$ cat src/rtl/cfg_pwm_gen.sv
// Configurable PWM generator with prescaler, double-buffered duty/polarity and period status.
// Define CFG_PWM_STATUS_EN to build the completed-period counter and drive status_regs.
module cfg_pwm_gen #(
    parameter int REG_WIDTH = 8
) (
    input  logic                   clk,
    input  logic                   rst,
    input  logic                   ena,
    input  logic [2*REG_WIDTH-1:0] config_regs,
    output logic                   pwm_out,
    output logic [2*REG_WIDTH-1:0] status_regs
);

    // PRESC is 3 bits, so the terminal value never exceeds 127
    localparam int PRE_W = 8;

    logic [REG_WIDTH-1:0] duty_cfg;
    logic                 en_cfg;
    logic                 pol_cfg;
    logic [2:0]           presc;

    assign duty_cfg = config_regs[REG_WIDTH-1:0];
    assign en_cfg   = config_regs[REG_WIDTH];
    assign pol_cfg  = config_regs[REG_WIDTH+1];
    assign presc    = config_regs[REG_WIDTH+4:REG_WIDTH+2];

    logic unused_cfg;
    assign unused_cfg = ^config_regs[2*REG_WIDTH-1:REG_WIDTH+5];

    logic [PRE_W-1:0]     pre, pre_d, pre_term;
    logic [REG_WIDTH-1:0] cnt, cnt_d;
    logic [REG_WIDTH-1:0] duty_sh, duty_d, duty_use;
    logic                 pol_sh, pol_d, pol_use;
    logic                 run, run_d;
    logic                 pwm_d;
    logic                 tick, wrap;

    // >= rather than == so a shrinking PRESC retires an overshot count at once
    assign pre_term = (PRE_W'(1) << presc) - PRE_W'(1);
    assign tick     = (pre >= pre_term);
    assign wrap     = tick && (cnt == '1);

    // First enabled cycle (after EN rise or reset) compares against the live config,
    // which is also what the shadows capture on that cycle.
    assign duty_use = run ? duty_sh : duty_cfg;
    assign pol_use  = run ? pol_sh  : pol_cfg;

    always_comb begin
        pre_d  = pre;
        cnt_d  = cnt;
        duty_d = duty_sh;
        pol_d  = pol_sh;
        run_d  = run;
        pwm_d  = pwm_out;
        if (!en_cfg) begin
            pre_d  = '0;
            cnt_d  = '0;
            duty_d = duty_cfg;
            pol_d  = pol_cfg;
            run_d  = 1'b0;
            pwm_d  = pol_cfg;
        end else begin
            run_d = 1'b1;
            if (!run || wrap) begin
                duty_d = duty_cfg;
                pol_d  = pol_cfg;
            end
            pre_d = tick ? '0 : pre + PRE_W'(1);
            if (tick)
                cnt_d = cnt + REG_WIDTH'(1);
            pwm_d = (cnt < duty_use) ^ pol_use;
        end
    end

    always_ff @(posedge clk or posedge rst) begin
        if (rst) begin
            pre     <= '0;
            cnt     <= '0;
            duty_sh <= '0;
            pol_sh  <= 1'b0;
            run     <= 1'b0;
            pwm_out <= 1'b0;
        end else if (ena) begin
            pre     <= pre_d;
            cnt     <= cnt_d;
            duty_sh <= duty_d;
            pol_sh  <= pol_d;
            run     <= run_d;
            pwm_out <= pwm_d;
        end
    end

`ifdef CFG_PWM_STATUS_EN
    logic [REG_WIDTH-1:0] pcnt;

    // Counts wraps even when EN drops on the wrapping cycle
    always_ff @(posedge clk or posedge rst) begin
        if (rst)
            pcnt <= '0;
        else if (ena && wrap)
            pcnt <= pcnt + REG_WIDTH'(1);
    end

    assign status_regs = {pcnt, cnt};
`else
    assign status_regs = '0;
`endif

endmodule

$ cat config.mk
export PLATFORM = sky130hd
export DESIGN_NAME = cfg_pwm_gen
export DESIGN_NICKNAME = d
export VERILOG_FILES = /design/src/rtl/cfg_pwm_gen.sv
export SDC_FILE = /design/constraint.sdc
export NUM_CORES = 1
export LEC_CHECK = 0
export CORE_MARGIN = 3
export CORE_UTILIZATION = 47
export DETAILED_ROUTE_END_ITERATION = 8
export PLACE_DENSITY_LB_ADDON = 0.08
export SLEW_MARGIN = 10
export SYNTH_ARGS = -nofsm -noshare
export SYNTH_HDL_FRONTEND = slang
export SYNTH_SLANG_ARGS = --single-unit
$ cat constraint.sdc
create_clock -name clk -period 2 [get_ports clk]
set_input_delay 0.4 -clock clk [delete_from_list [all_inputs] [get_ports clk]]
set_output_delay 0.4 -clock clk [all_outputs]
set_load 0.05 [all_outputs]
==> flow_summary.json, run 1 <==
{
  "status": "finished, violations left",
  "violations": "setup timing",
  "wl_per_cell_um": 18.23,
  "synthMuxAreaShare_pct": 12.01,
  "post-route-period-util_pct": 123.6,
  "setup_ws_ps": -472.3,
  "seq_area_um2": 675.6,
  "synth_cells": 197,
  "initial_utilization_pct": 51.18,
  "rows": 22,
  "ys_ff_latch": 27,
  "critPathKind": "input pin to flop",
  "postSynthAreaPerCell_um2": 9.940,
  "cp.required_ps": 2180,
  "async_reset_ff_share_pct": 100.0,
  "die_h_um": 70.55,
  "synth_xor_area_share_pct": 1.342,
  "setup_viol": 26,
  "clock_latency_ps": 280,
  "grt_overflow_total": 0,
  "worstSetupEndpointType": "flop",
  "clock_path_buffers": 2,
  "ant_nets": 0,
  "cap_viol_max_count": 0,
  "peakVddDrop_mv": 0.4258,
  "grt_pass1_wl_um": 8148,
  "nets": 286,
  "clk_pin_slew_ps": 110,
  "finClkSkew_ps": 7.048,
  "ys_seq_area_share_pct": 34.50,
  "dp_hpwl_um": 3233,
  "area_growth_pct": 40.45,
  "fill_cells": 271,
  "htreeDepth": 1,
  "vias_per_cell": 5.862,
  "hold_class": "input pin to flop",
  "wl_um": 5413,
  "ys.flop_type": "dfrtp_1",
  "boundaryPins": 36,
  "power_mw": 1.868,
  "synth_edf_count": 0,
  "grt_max_degree": 28,
  "drive_above_1_share_pct": 37.75,
  "cts_root_buf": "clkbuf_8",
  "die-width_um": 70.55,
  "cp-start-kind": "input pin",
  "numClockSinks": 27,
  "fin_crit_ps": 2472,
  "synth_compound_area_share_pct": 14.70,
  "grt_pass1_vias": 1740,
  "synthAdderAreaFrac_pct": 10.86,
  "arrival_ps": 2650,
  "synth_top_family_by_area": "simple AND/OR/NAND/NOR gates",
  "final_cell_mix": "dfrtp_1, buf_4, conb_1, nand2_1, ha_1",
  "grt_setup_unrepaired": "yes",
  "multi_input_area_um2": 1373,
  "cts_tree": "yes",
  "antenna_cells": 0,
  "yosysUniqueCellTypes": 47,
  "power_density_nw_per_um2": 679.2,
  "drc": 0,
  "leakage_nw": 1.285,
  "cts-buffers-inserted": 3,
  "coreArea_um2": 3826,
  "grt_antenna_before_repair": 0,
  "netlist_area_um2": 1958,
  "grt_usage_pct": 19.74,
  "die-area_um2": 4977,
  "slew_violations": 0,
  "max_freq_mhz": 404.5,
  "path_max_fanout": 5,
  "synth_warnings": 0,
  "io_buffers": 16,
  "place_congestion": 0.8421,
  "vias": 1741,
  "drt_iter0_drc": 98,
  "hold_violations": 0,
  "hold_ws_ps": 429.5,
  "first_pass_iters": 5,
  "yosys.area_share.simple_pct": 16.29
}
[cell type report]
type	instances	share of cell area [%]
clock inverter	1	0.2730
timing repair buffer	57	20.34
tap	48	2.184
multi-input combinational	152	49.91
clock buffer	3	1.501
inverter	9	1.228
sequential	27	24.57
[worst max-delay path, stage by stage]
cell	delay [ps]
buf_6	90
or3_1	370
ha_1	280
nand2b_4	150
a2111oi_4	370
o221a_2	300
o31a_1	150
buf_6	130
buf_12	120
mux2_4	300
[synth_stat cells, drive strengths merged, types with 2 or more instances]
cell type / n / area share [%]
nor2: 3 / 0.58
o211ai: 3 / 1.2
or4: 3 / 1.2
o21ai: 7 / 1.8
a311o: 3 / 1.5
clkbuf: 5 / 0.96
or3: 3 / 0.96
mux2: 9 / 6.9
or4b: 3 / 1.5
nand3: 12 / 3.1
inv: 9 / 1.7
o221ai: 3 / 1.3
nand2: 15 / 2.9
xnor2: 2 / 0.89
and3: 2 / 0.64
mux2i: 10 / 5.1
a21oi: 5 / 1.3
conb: 2 / 0.38
nor2b: 3 / 0.96
ha: 17 / 11
nand2b: 7 / 2.2
buf: 19 / 7.2
dfrtp: 27 / 35
o311ai: 4 / 1.8
nor3: 2 / 0.51
a21o: 3 / 1.2
[kinds of logic after synthesis]
group	after synthesis
simple gates	58
buf+inv	33
flops	27
compound gates	38
xor+xnor	3
mux	19
other cells	2
fa+ha+maj	17
[sequential cells by signal, summed over array words and instances (netlist names)]
register	flops
pwm_out	1
duty_sh	8
run	1
pol_sh	1
pre	8
cnt	8
[worst paths after layout]
path | start | to | slack, ps | cells after the start
setup / recovery | config_regs[11] | duty_sh[2] | -470 | 10
hold / removal | config_regs[6] | duty_sh[6] | 430 | 2
setup reg to reg | pre[4] | cnt[5] | -420 | 8
hold reg to reg | duty_sh[3] | duty_sh[3] | 530 | 1
max in group asynchronous | rst | pre[4] | 1250 | 3
min in group asynchronous | rst | cnt[6] | 490 | 3
[layer usage]
layer | vias up | track usage (%) | wire length (um)
li1 | 802 | - | -
met1 | 863 | 27.23 | 2244
met2 | 64 | 33.37 | 2789
met3 | 12 | 2.557 | 282
met4 | 0 | 4.175 | 97
met5 | - | 0 | 0
[per-stage QoR]
| stage | setup WS, ps | cells | TNS (ps) | util [%] | cell area, um2 |
|---|---|---|---|---|---|
| 6_report | -472.3 | 297 | -8582 | 71.88 | 2750 |
| 5_1_grt | -522.1 | 297 | -10070 | 71.88 | 2750 |
| 4_1_cts | -443.3 | 296 | -8540 | 66.09 | 2529 |
| 3_5_place_dp | -947.5 | 282 | -21430 | 61.35 | 2347 |
| 3_3_place_gp | -897.2 | 282 | -20330 | 61.35 | 2347 |
| 2_1_floorplan | -458.3 | 212 | -7580 | - | 2053 |
[what timing repair did]
item                       CTS  global route
setup buffers                8             2
setup endpoints to repair   26            26
pin swaps                    9            33
hold buffers                 0             0
gates resized for setup     19            44
cloned                       2             0
[where the power goes]
group	total (mW)	switching [mW]	internal [mW]
Clock	0.335	0.193	0.142
Combinational	0.832	0.403	0.429
Sequential	0.701	0.0802	0.621
Total	1.87	0.676	1.19
Power figures use the tool's default switching activity.
==> run 2, diff against run 1 <==
--- a/config.mk
+++ b/config.mk
@@ -5,6 +5,7 @@
 export SDC_FILE = /design/constraint.sdc
 export NUM_CORES = 1
 export LEC_CHECK = 0
+export CORE_ASPECT_RATIO = 0.9
 export CORE_MARGIN = 3
 export CORE_UTILIZATION = 47
 export DETAILED_ROUTE_END_ITERATION = 8
==> flow_summary.json, run 2 (synthesized netlist as in run 1, its figures left out) <==
{
  "finClkSkew_ps": 5.130,
  "seq_area_um2": 675.6,
  "ant_nets": 0,
  "initial_utilization_pct": 50.70,
  "cp.required_ps": 2170,
  "grt_max_degree": 28,
  "coreArea_um2": 3862,
  "setup_ws_ps": -311.4,
  "final_cell_area_um2": 2683,
  "drc": 0,
  "power_mw": 1.771,
  "hold_ws_ps": 488.3,
  "area_growth_pct": 37.00,
  "drive_above_1_share_pct": 34.80,
  "grt_overflow_total": 0,
  "nets": 287,
  "ctsHoldBuffers": 0,
  "critPathKind": "input pin to flop",
  "boundaryPins": 36,
  "path_max_fanout": 5,
  "fill_cells": 289,
  "grt_pass1_vias": 1579,
  "grt_usage_pct": 19.67,
  "die-width_um": 74.04,
  "power_density_nw_per_um2": 660.0,
  "clock_latency_ps": 270,
  "vias_per_cell": 5.720,
  "first_pass_iters": 4,
  "violations": "setup timing",
  "die-area_um2": 4978,
  "clock_path_buffers": 2,
  "cts_root_buf": "clkbuf_8",
  "clk_pin_slew_ps": 90,
  "grt_antenna_before_repair": 0,
  "finish.utilization_pct": 69.45,
  "place_congestion": 0.7828,
  "cp-start-kind": "input pin",
  "multi_input_area_um2": 1368,
  "cts-buffers-inserted": 3,
  "die_h_um": 67.24,
  "hold_class": "input pin to asynchronous set/reset pin",
  "grt_pass1_wl_um": 7583,
  "cap_viol_max_count": 0,
  "wl_um": 4931,
  "status": "finished, violations left",
  "wl_per_cell_um": 16.66,
  "rows": 21,
  "peakVddDrop_mv": 0.3073,
  "slew_violations": 0,
  "setup_viol": 22,
  "dp_slack_ps": -936.9,
  "max_freq_mhz": 432.6,
  "leakage_nw": 1.249,
  "fin_crit_ps": 2311,
  "worstSetupEndpointType": "flop",
  "arrival_ps": 2480,
  "grt_setup_unrepaired": "yes",
  "final_common_cell": "buf_4",
  "post-route-period-util_pct": 115.6,
  "vias": 1693,
  "drt_iter0_drc": 123,
  "hold_violations": 0,
  "io_buffers": 16,
  "antenna_cells": 0,
  "cts_tree": "yes",
  "final_cell_mix": "buf_4, dfrtp_1, conb_1, ha_1, clkdlybuf4s50_1",
  "numClockSinks": 27,
  "postPlaceCellArea_um2": 2360,
  "htreeDepth": 1,
  "dp_hpwl_um": 3202,
  "reg_top3": "cnt x8, duty_sh x8, pre x8"
}
-- run 2: metal layers --
layer,GRT usage [%],part of all wire (%)
met5,0,0
met3,3.720,4.6
met4,3.620,1.1
met2,31.53,47
met1,27.82,47
-- run 2: cell type report --
cell class | count | share of cell area [%]
clock buffer | 4 | 1.679
inverter | 9 | 1.259
sequential | 27 | 25.19
timing repair buffer | 58 | 18.75
tap | 46 | 2.146
multi-input combinational | 152 | 50.98
-- run 2: stage by stage --
step | instances | TNS [ps]
finish | 296 | -4754
global route | 296 | -5865
CTS | 294 | -7798
detailed placement | 282 | -21100
global placement | 282 | -20380
floorplan | 212 | -7580
-- run 2: final timing paths --
check / endpoint / cells past startpoint / startpoint / slack [ps]
worst max-delay path: duty_sh[2] / 9 / config_regs[12] / -310
worst min-delay path: pre[0] / 3 / rst / 490
worst max register to register: cnt[6] / 8 / pre[5] / -230
worst min register to register: duty_sh[6] / 1 / duty_sh[6] / 520
max in group asynchronous: cnt[3] / 3 / rst / 1240
min in group clk: duty_sh[6] / 1 / duty_sh[6] / 520
-- run 2: report_power, final --
part | switching [mW] | internal (mW) | leakage (nW)
clock network | 0.175 | 0.143 | 0.0228
registers | 0.0752 | 0.621 | 0.347
logic | 0.373 | 0.382 | 0.879
total | 0.624 | 1.15 | 1.25
-- run 2: repair_timing --
action                                  in CTS  in global routing
gates resized for setup                     17                 38
pin swaps                                    7                 13
buffers inserted                             7                  6
cloned                                       1                  0
endpoints found under the setup margin      26                 26
-- run 2: worst max-delay path: stages --
cell and delay [ps]:
buf_6 90, or3_4 390, ha_4 210, nand2b_4 140, a2111oi_4 330, o221a_4 250
o31a_1 190, buf_6 170, mux2_4 310
